==> config.mk <==
export PLATFORM = sky130hd
export DESIGN_NAME = iot_event_source
export DESIGN_NICKNAME = d
export VERILOG_FILES = /design/src/rtl/iot_event_source.sv
export SDC_FILE = /design/constraint.sdc
export NUM_CORES = 1
export LEC_CHECK = 0
export BUFFER_PORTS_ARGS = -buffer_cell sky130_fd_sc_hd__buf_2
export CAP_MARGIN = 20
export CORE_AREA = 5 5 71 99
export DETAILED_ROUTE_END_ITERATION = 8
export DIE_AREA = 0 0 76 104
export GPL_ROUTABILITY_DRIVEN = 1
export HOLD_SLACK_MARGIN = 0.12
export PLACE_DENSITY = 0.62
export REMOVE_ABC_BUFFERS = 1
export SLEW_MARGIN = 40
export SYNTH_ARGS = -nofsm -noshare
export SYNTH_HDL_FRONTEND = slang
export SYNTH_SLANG_ARGS = --single-unit
==> constraint.sdc <==
create_clock -name clk_i -period 6.1 [get_ports clk_i]
set_clock_uncertainty 0.15 [all_clocks]
set_input_delay 0.305 -clock clk_i [delete_from_list [all_inputs] [get_ports clk_i]]
set_output_delay 0.305 -clock clk_i [all_outputs]
set_load 0.005 [all_outputs]
==> src/rtl/iot_event_source.sv <==
// rtl/iot_event_source.sv - round-robin serialiser of per-device connect/disconnect events
// Optional feature macro: ACTIVE_COUNT_EN (adds active_count_o, popcount of reported-active devices)
module iot_event_source #(
    parameter int N_DEV = 8,
    parameter int PTR_W = $clog2(N_DEV)
) (
    input  logic             clk_i,
    input  logic             rst_i,
    input  logic [N_DEV-1:0] dev_on_i,
    input  logic             en_i,
    output logic             change_o,
    output logic             on_off_o,
    output logic [PTR_W-1:0] last_dev_o,
`ifdef ACTIVE_COUNT_EN
    output logic [7:0]       active_count_o,
`endif
    output logic             pending_o
);

    localparam logic [PTR_W:0] N_DEV_W = (PTR_W+1)'(N_DEV);
    localparam logic [PTR_W:0] LAST_W  = (PTR_W+1)'(N_DEV - 1);

    logic [N_DEV-1:0] dev_q;
    logic [N_DEV-1:0] active_map_q;
    logic [PTR_W-1:0] rr_ptr_q;
    logic             change_q;
    logic             on_off_q;
    logic [PTR_W-1:0] last_dev_q;
    logic             pending_q;
`ifdef ACTIVE_COUNT_EN
    logic [7:0]       active_count_q;
`endif

    logic [N_DEV-1:0] pend_vec;
    logic [N_DEV-1:0] grant_mask;
    logic             grant_vld;
    logic [PTR_W-1:0] grant;
    logic [PTR_W-1:0] rr_ptr_d;
    logic             issue;
    logic             pending_d;
    logic [PTR_W:0]   sum;
    logic [PTR_W:0]   wrapped;
    logic [PTR_W-1:0] idx;

    // Round-robin search of unreported transitions, starting at rr_ptr and wrapping at N_DEV-1
    always_comb begin
        pend_vec  = dev_q ^ active_map_q;
        grant_vld = 1'b0;
        grant     = '0;
        sum       = '0;
        wrapped   = '0;
        idx       = '0;
        for (int k = 0; k < N_DEV; k++) begin
            sum     = {1'b0, rr_ptr_q} + (PTR_W+1)'(k);
            wrapped = (sum >= N_DEV_W) ? (sum - N_DEV_W) : sum;
            idx     = wrapped[PTR_W-1:0];
            if (!grant_vld && pend_vec[idx]) begin
                grant_vld = 1'b1;
                grant     = idx;
            end
        end
        issue      = en_i && grant_vld;
        grant_mask = issue ? ({{(N_DEV-1){1'b0}}, 1'b1} << grant) : '0;
        pending_d  = |(pend_vec & ~grant_mask);
        rr_ptr_d   = ({1'b0, grant} == LAST_W) ? '0 : grant + 1'b1;
    end

    // Input sampling, event issue and bookkeeping of which device states have been reported
    always_ff @(posedge clk_i or posedge rst_i) begin
        if (rst_i) begin
            dev_q          <= '0;
            active_map_q   <= '0;
            rr_ptr_q       <= '0;
            change_q       <= 1'b0;
            on_off_q       <= 1'b0;
            last_dev_q     <= '0;
            pending_q      <= 1'b0;
`ifdef ACTIVE_COUNT_EN
            active_count_q <= '0;
`endif
        end else begin
            dev_q     <= dev_on_i;
            pending_q <= pending_d;
            if (issue) begin
                change_q            <= 1'b1;
                on_off_q            <= dev_q[grant];
                last_dev_q          <= grant;
                active_map_q[grant] <= dev_q[grant];
                rr_ptr_q            <= rr_ptr_d;
`ifdef ACTIVE_COUNT_EN
                active_count_q      <= dev_q[grant] ? active_count_q + 8'd1
                                                    : active_count_q - 8'd1;
`endif
            end else begin
                change_q <= 1'b0;
                on_off_q <= 1'b0;
            end
        end
    end

    assign change_o   = change_q;
    assign on_off_o   = on_off_q;
    assign last_dev_o = last_dev_q;
    assign pending_o  = pending_q;
`ifdef ACTIVE_COUNT_EN
    assign active_count_o = active_count_q;
`endif

endmodule

# Word-level counts from Yosys, hierarchy flattened
# Index checks and enable logic that the tools add are counted.
# totals
elab_cells,112
regBits,25
inputBits,11
out_inout_bits,6
# classes
n_lt_le_gt_ge,18
n_bitwise,3
addsub,16
eq_ne,1
shifts,1
reduce_logical,17
n_mux,49
# ops
operator,n
3-bit 2-to-1 mux,17
"3-bit by 4-bit < comparator with 1-bit output, second input constant",9
"4-bit >= comparator, second input constant",7
1-bit binary-select mux with 3-bit select,9
"3-bit by 1-bit subtractor with 3-bit output, second input constant",8
1-bit 2-to-1 mux,20
"3-bit by 3-bit adder with 4-bit output, second input constant",4
1-bit logical AND,9
"3-bit by 2-bit adder with 4-bit output, second input constant",2
8-bit AND,1
8-bit bitwise mux,1
8-bit 2-to-1 mux,1
8-bit NOT,1
8-bit OR reduction,1
"1-bit by 3-bit << shifter with 8-bit output, first input constant",1
8-bit XOR,1
1-bit logical NOT,7
"3-bit by 1-bit adder with 4-bit output, second input constant",1
"3-bit by 4-bit >= comparator with 1-bit output, second input constant",1
"3-bit by 1-bit adder with 3-bit output, second input constant",1
1-bit demux with 3-bit select,1
"3-bit == test, second input constant",1
"3-bit by 1-bit >= comparator with 1-bit output, second input constant",1

# Logic depth before layout (Yosys ltp)
# logic_depth
ltp_word,31
ltp_mapped,15
depth_no_buf,11

# Least setup slack after synthesis
# No wires, ideal clock.
# synth_path
path_type,register -> register
from,register rr_ptr_q[0]
to,register active_map_q[5]
stages_incl_launch_ff,15
required_ns,5.825
synth_period_minus_slack_ns,3.578
arrival_time_ns,3.303
path_slack_ns,2.522
cell_sequence,dfrtp_1 > buf_4 > inv_4 > buf_6 > ha_1 > buf_2 > clkinv_1 > mux4_2 > o21ai_1 > a221o_1 > nand4_1 > and2_4 > buf_8 > nor4_4 > mux2_4
# synth_between
elab_chain_cells,31
word_cells_on_any_way,86
classes_between,add/sub (15); order compare (10); mux (45); reduce/logical (16)
# synth_rtl
element,line,rtl
start: declaration,25,logic [PTR_W-1:0] rr_ptr_q;
start signal: assignment,89,rr_ptr_q <= rr_ptr_d;
branches (longest 31 deep; another with 3-bit by 1-bit adder with 4-bit output),--,
end signal: indexed assignment,88,active_map_q[grant] <= dev_q[grant];
end: declaration,24,logic [N_DEV-1:0] active_map_q;
# Parallel ways; which one is timed is not known. The select of a mux whose other input is x is not followed.
# A chain may end at the register's enable or synchronous reset.

# Worst setup path in the final report
# layout_path
from,register rr_ptr_q[0]
to,register active_map_q[0]
# The elaborated chain is that of the path after synthesis.

==> qor.yml <==
timing:
  whs_ns: 0.3430
  setup_viol: 0
  setup_slack_ns: 1.379
  fmax_mhz: 211.8
  hold_viol_final: 0
  layout_min_cycle_time_ns: 4.721
  worst_pin_slew_ns: 0.7319
  fin_crit_sh: 0.7739
  relSlewSlack: 0.5120
  rsz0062_at_grt: "no"
  final.setup.tns_ns: 0
  maxSlewViolCount: 0
worst_setup_path:
  worstPathMaxFanout: 16
  arrival_ns: 4.72
  critical_path_cell_count: 10
  path_buf_inv: 2
  worst_setup_path_end_kind: "flip-flop"
  crit_required_ns: 6.10
  r2r_slack_ns: 1.38
  cp_slowest_cell: "dfrtp_1"
  crit_top_cell: "mux2i_1"
  crit_family: "multiplexers"
  critPathMaxStageDelay_ns: 0.82
  critPathLaunchType: "flip-flop"
  crit_type: "reg -> reg"
  cp_cell_sequence: "inv_4 > ha_1 > clkinv_1 > mux2i_1 > nand4b_2 > a2bb2oi_1 > a22o_1 > mux2i_1 > mux2i_1 > mux2_1"
  reg2regPathDepth: 10
global_route:
  grt.overflow.total: 0
  antenna_found_initial: 0
  grt_first_pass_wirelength_microns: 10050
  grt_usage: 0.1548
  first_global_vias: 1954
  grt_start_max_net_pins: 26
yosys:
  syn-instance-count: 222
  synth_edf_count: 0
  synthArstFlopShare: 1.000
  syn_area_sq_um: 2354
  ys_seq_area_frac: 0.2658
  ys_types: 66
  synthFlopType: "dfrtp_1"
  ys_seq_elements: 25
  postSynthAreaPerCell_sq_um: 10.60
  yosysWarnings: 0
clock_tree:
  cts_tree: "yes"
  clock_latency_ns: 0.26
  cts_buffers: 3
  post_cts_buffers: 0
  postCtsHoldBufs: 9
  clock-sinks: 25
  cts-root-buf: "clkbuf_8"
  clk_pin_slew_ns: 0.08
  cts_resized: 0
  cts_max_path_buffers: 2
  ctsHtreeMaxLevel: 1
floorplanning:
  ios: 17
  start_util: 0.3869
  die_w_microns: 76
  rows: 34
  die-area_sq_um: 7904
  dieHeight_microns: 104
  coreArea_sq_um: 6083
hold_path:
  holdCritPathClass: "reg -> reg"
  hold_depth: 2
route:
  dr.pass1.iters: 4
  vias: 1948
  drt-initial-drc-count: 287
  drcViolationCount: 0
  routed_via_density: 6.224
  routedWlPerCell_microns: 19.83
  routed_wl_microns: 6208
  final_antenna_net_count: 0
place:
  io_buffers: 16
  placed_cells: 300
  dp_slack_ns: 1.468
  routabilityCongestion: 0.9716
  dp_hpwl_microns: 4715
outcome:
  status: "completed"
layout:
  area_delta_synth_final_pct: 9.729
  diodes: 0
  drive_above_1_share: 0.2448
  final_common_cell: "dfrtp_1"
  final_cells: 313
  mostFrequentLayoutCells: "dfrtp_1 (25), mux2i_1 (22), buf_2 (16)"
  nets: 255
job:
  maxCapViolations: 0
sequential cells by signal, summed over array words and instances (netlist names):
name          cells
last_dev_o        3
change_o          1
active_map_q      8
pending_o         1
dev_q             8
rr_ptr_q          3
on_off_o          1
area by class of cell:
cell class	count	area (sq um)
Fill cell	597	3501
Timing Repair Buffer	26	177.7
Tap cell	72	90.09
Inverter	8	32.53
Multi-Input combinational cell	178	1612
Clock buffer	4	45.04
Sequential cell	25	625.6
per-layer routing:
metal  track usage  routed length, microns  vias to the layer above
met1        0.1927                    2425                      943
met4        0.1005                     367                        0
met3       0.01733                     317                       26
li1              -                       -                      899
met2        0.2500                    3098                       80
met5             0                       0                        -
worst register-to-register path: cells and delay by family (launching register included):
family | cells | cell delay (ns)
simple gates | 1 | 0.28
flops | 1 | 0.82
compound gates | 2 | 0.94
buf+inv | 2 | 0.61
fa+ha+maj | 1 | 0.57
mux | 4 | 1.24
worst paths after layout:
kind,to,startpoint
min in group asynchronous,last_dev_o[1],rst_i
min reg2reg,last_dev_o[1],last_dev_o[1]
min,last_dev_o[1],last_dev_o[1]
max,active_map_q[0],rr_ptr_q[0]
max in group asynchronous,active_map_q[4],rst_i
max reg2reg,active_map_q[0],rr_ptr_q[0]
logic make-up after synthesis:
family,count (synthesis),share of synthesized area
xor gates and xnor gates,20,0.09357
AOI/OAI and AO/OA,57,0.1856
and+or+nand+nor,55,0.1361
DFF,25,0.2658
muxes,44,0.2589
buffers and inverters,19,0.04944
adders and majority gates,2,0.01063
cells in the mapped netlist, types with 2 or more instances:
cell	instances	share of area
dfrtp_1	25	0.27
mux2i_1	22	0.094
nand2_1	15	0.024
mux4_2	11	0.11
nor2_1	10	0.016
a21oi_1	8	0.017
xnor2_1	8	0.030
o211ai_1	6	0.019
xor2_1	6	0.022
a22oi_1	5	0.016
inv_1	5	0.0080
mux2_2	5	0.024
o21ai_0	5	0.011
xor2_2	5	0.035
buf_2	4	0.0085
nand2b_1	4	0.011
nand4_1	4	0.011
a22o_1	3	0.011
and3_1	3	0.0080
buf_6	3	0.014
mux2_1	3	0.014
nand3_1	3	0.0064
nor3_1	3	0.0064
o22ai_1	3	0.0080
a221o_1	2	0.0085
a2bb2oi_1	2	0.0074
a31oi_1	2	0.0053
a41oi_1	2	0.0074
and2_4	2	0.0074
clkbuf_1	2	0.0032
ha_1	2	0.011
nor2b_1	2	0.0053
o211a_1	2	0.0085
o21ai_1	2	0.0043
o2bb2ai_1	2	0.0074
through the flow:
step / cell area, sq um / utilization
final: 2582 / 0.4245
after global placement: 2447 / 0.4023
after global routing: 2582 / 0.4245
after CTS: 2582 / 0.4245
after detailed placement: 2447 / 0.4023
after floorplan: 2270 / -
Power is left out: the tool's default activity adds up to more than one toggle a clock period on the data nets, which glitch-free logic cannot reach.
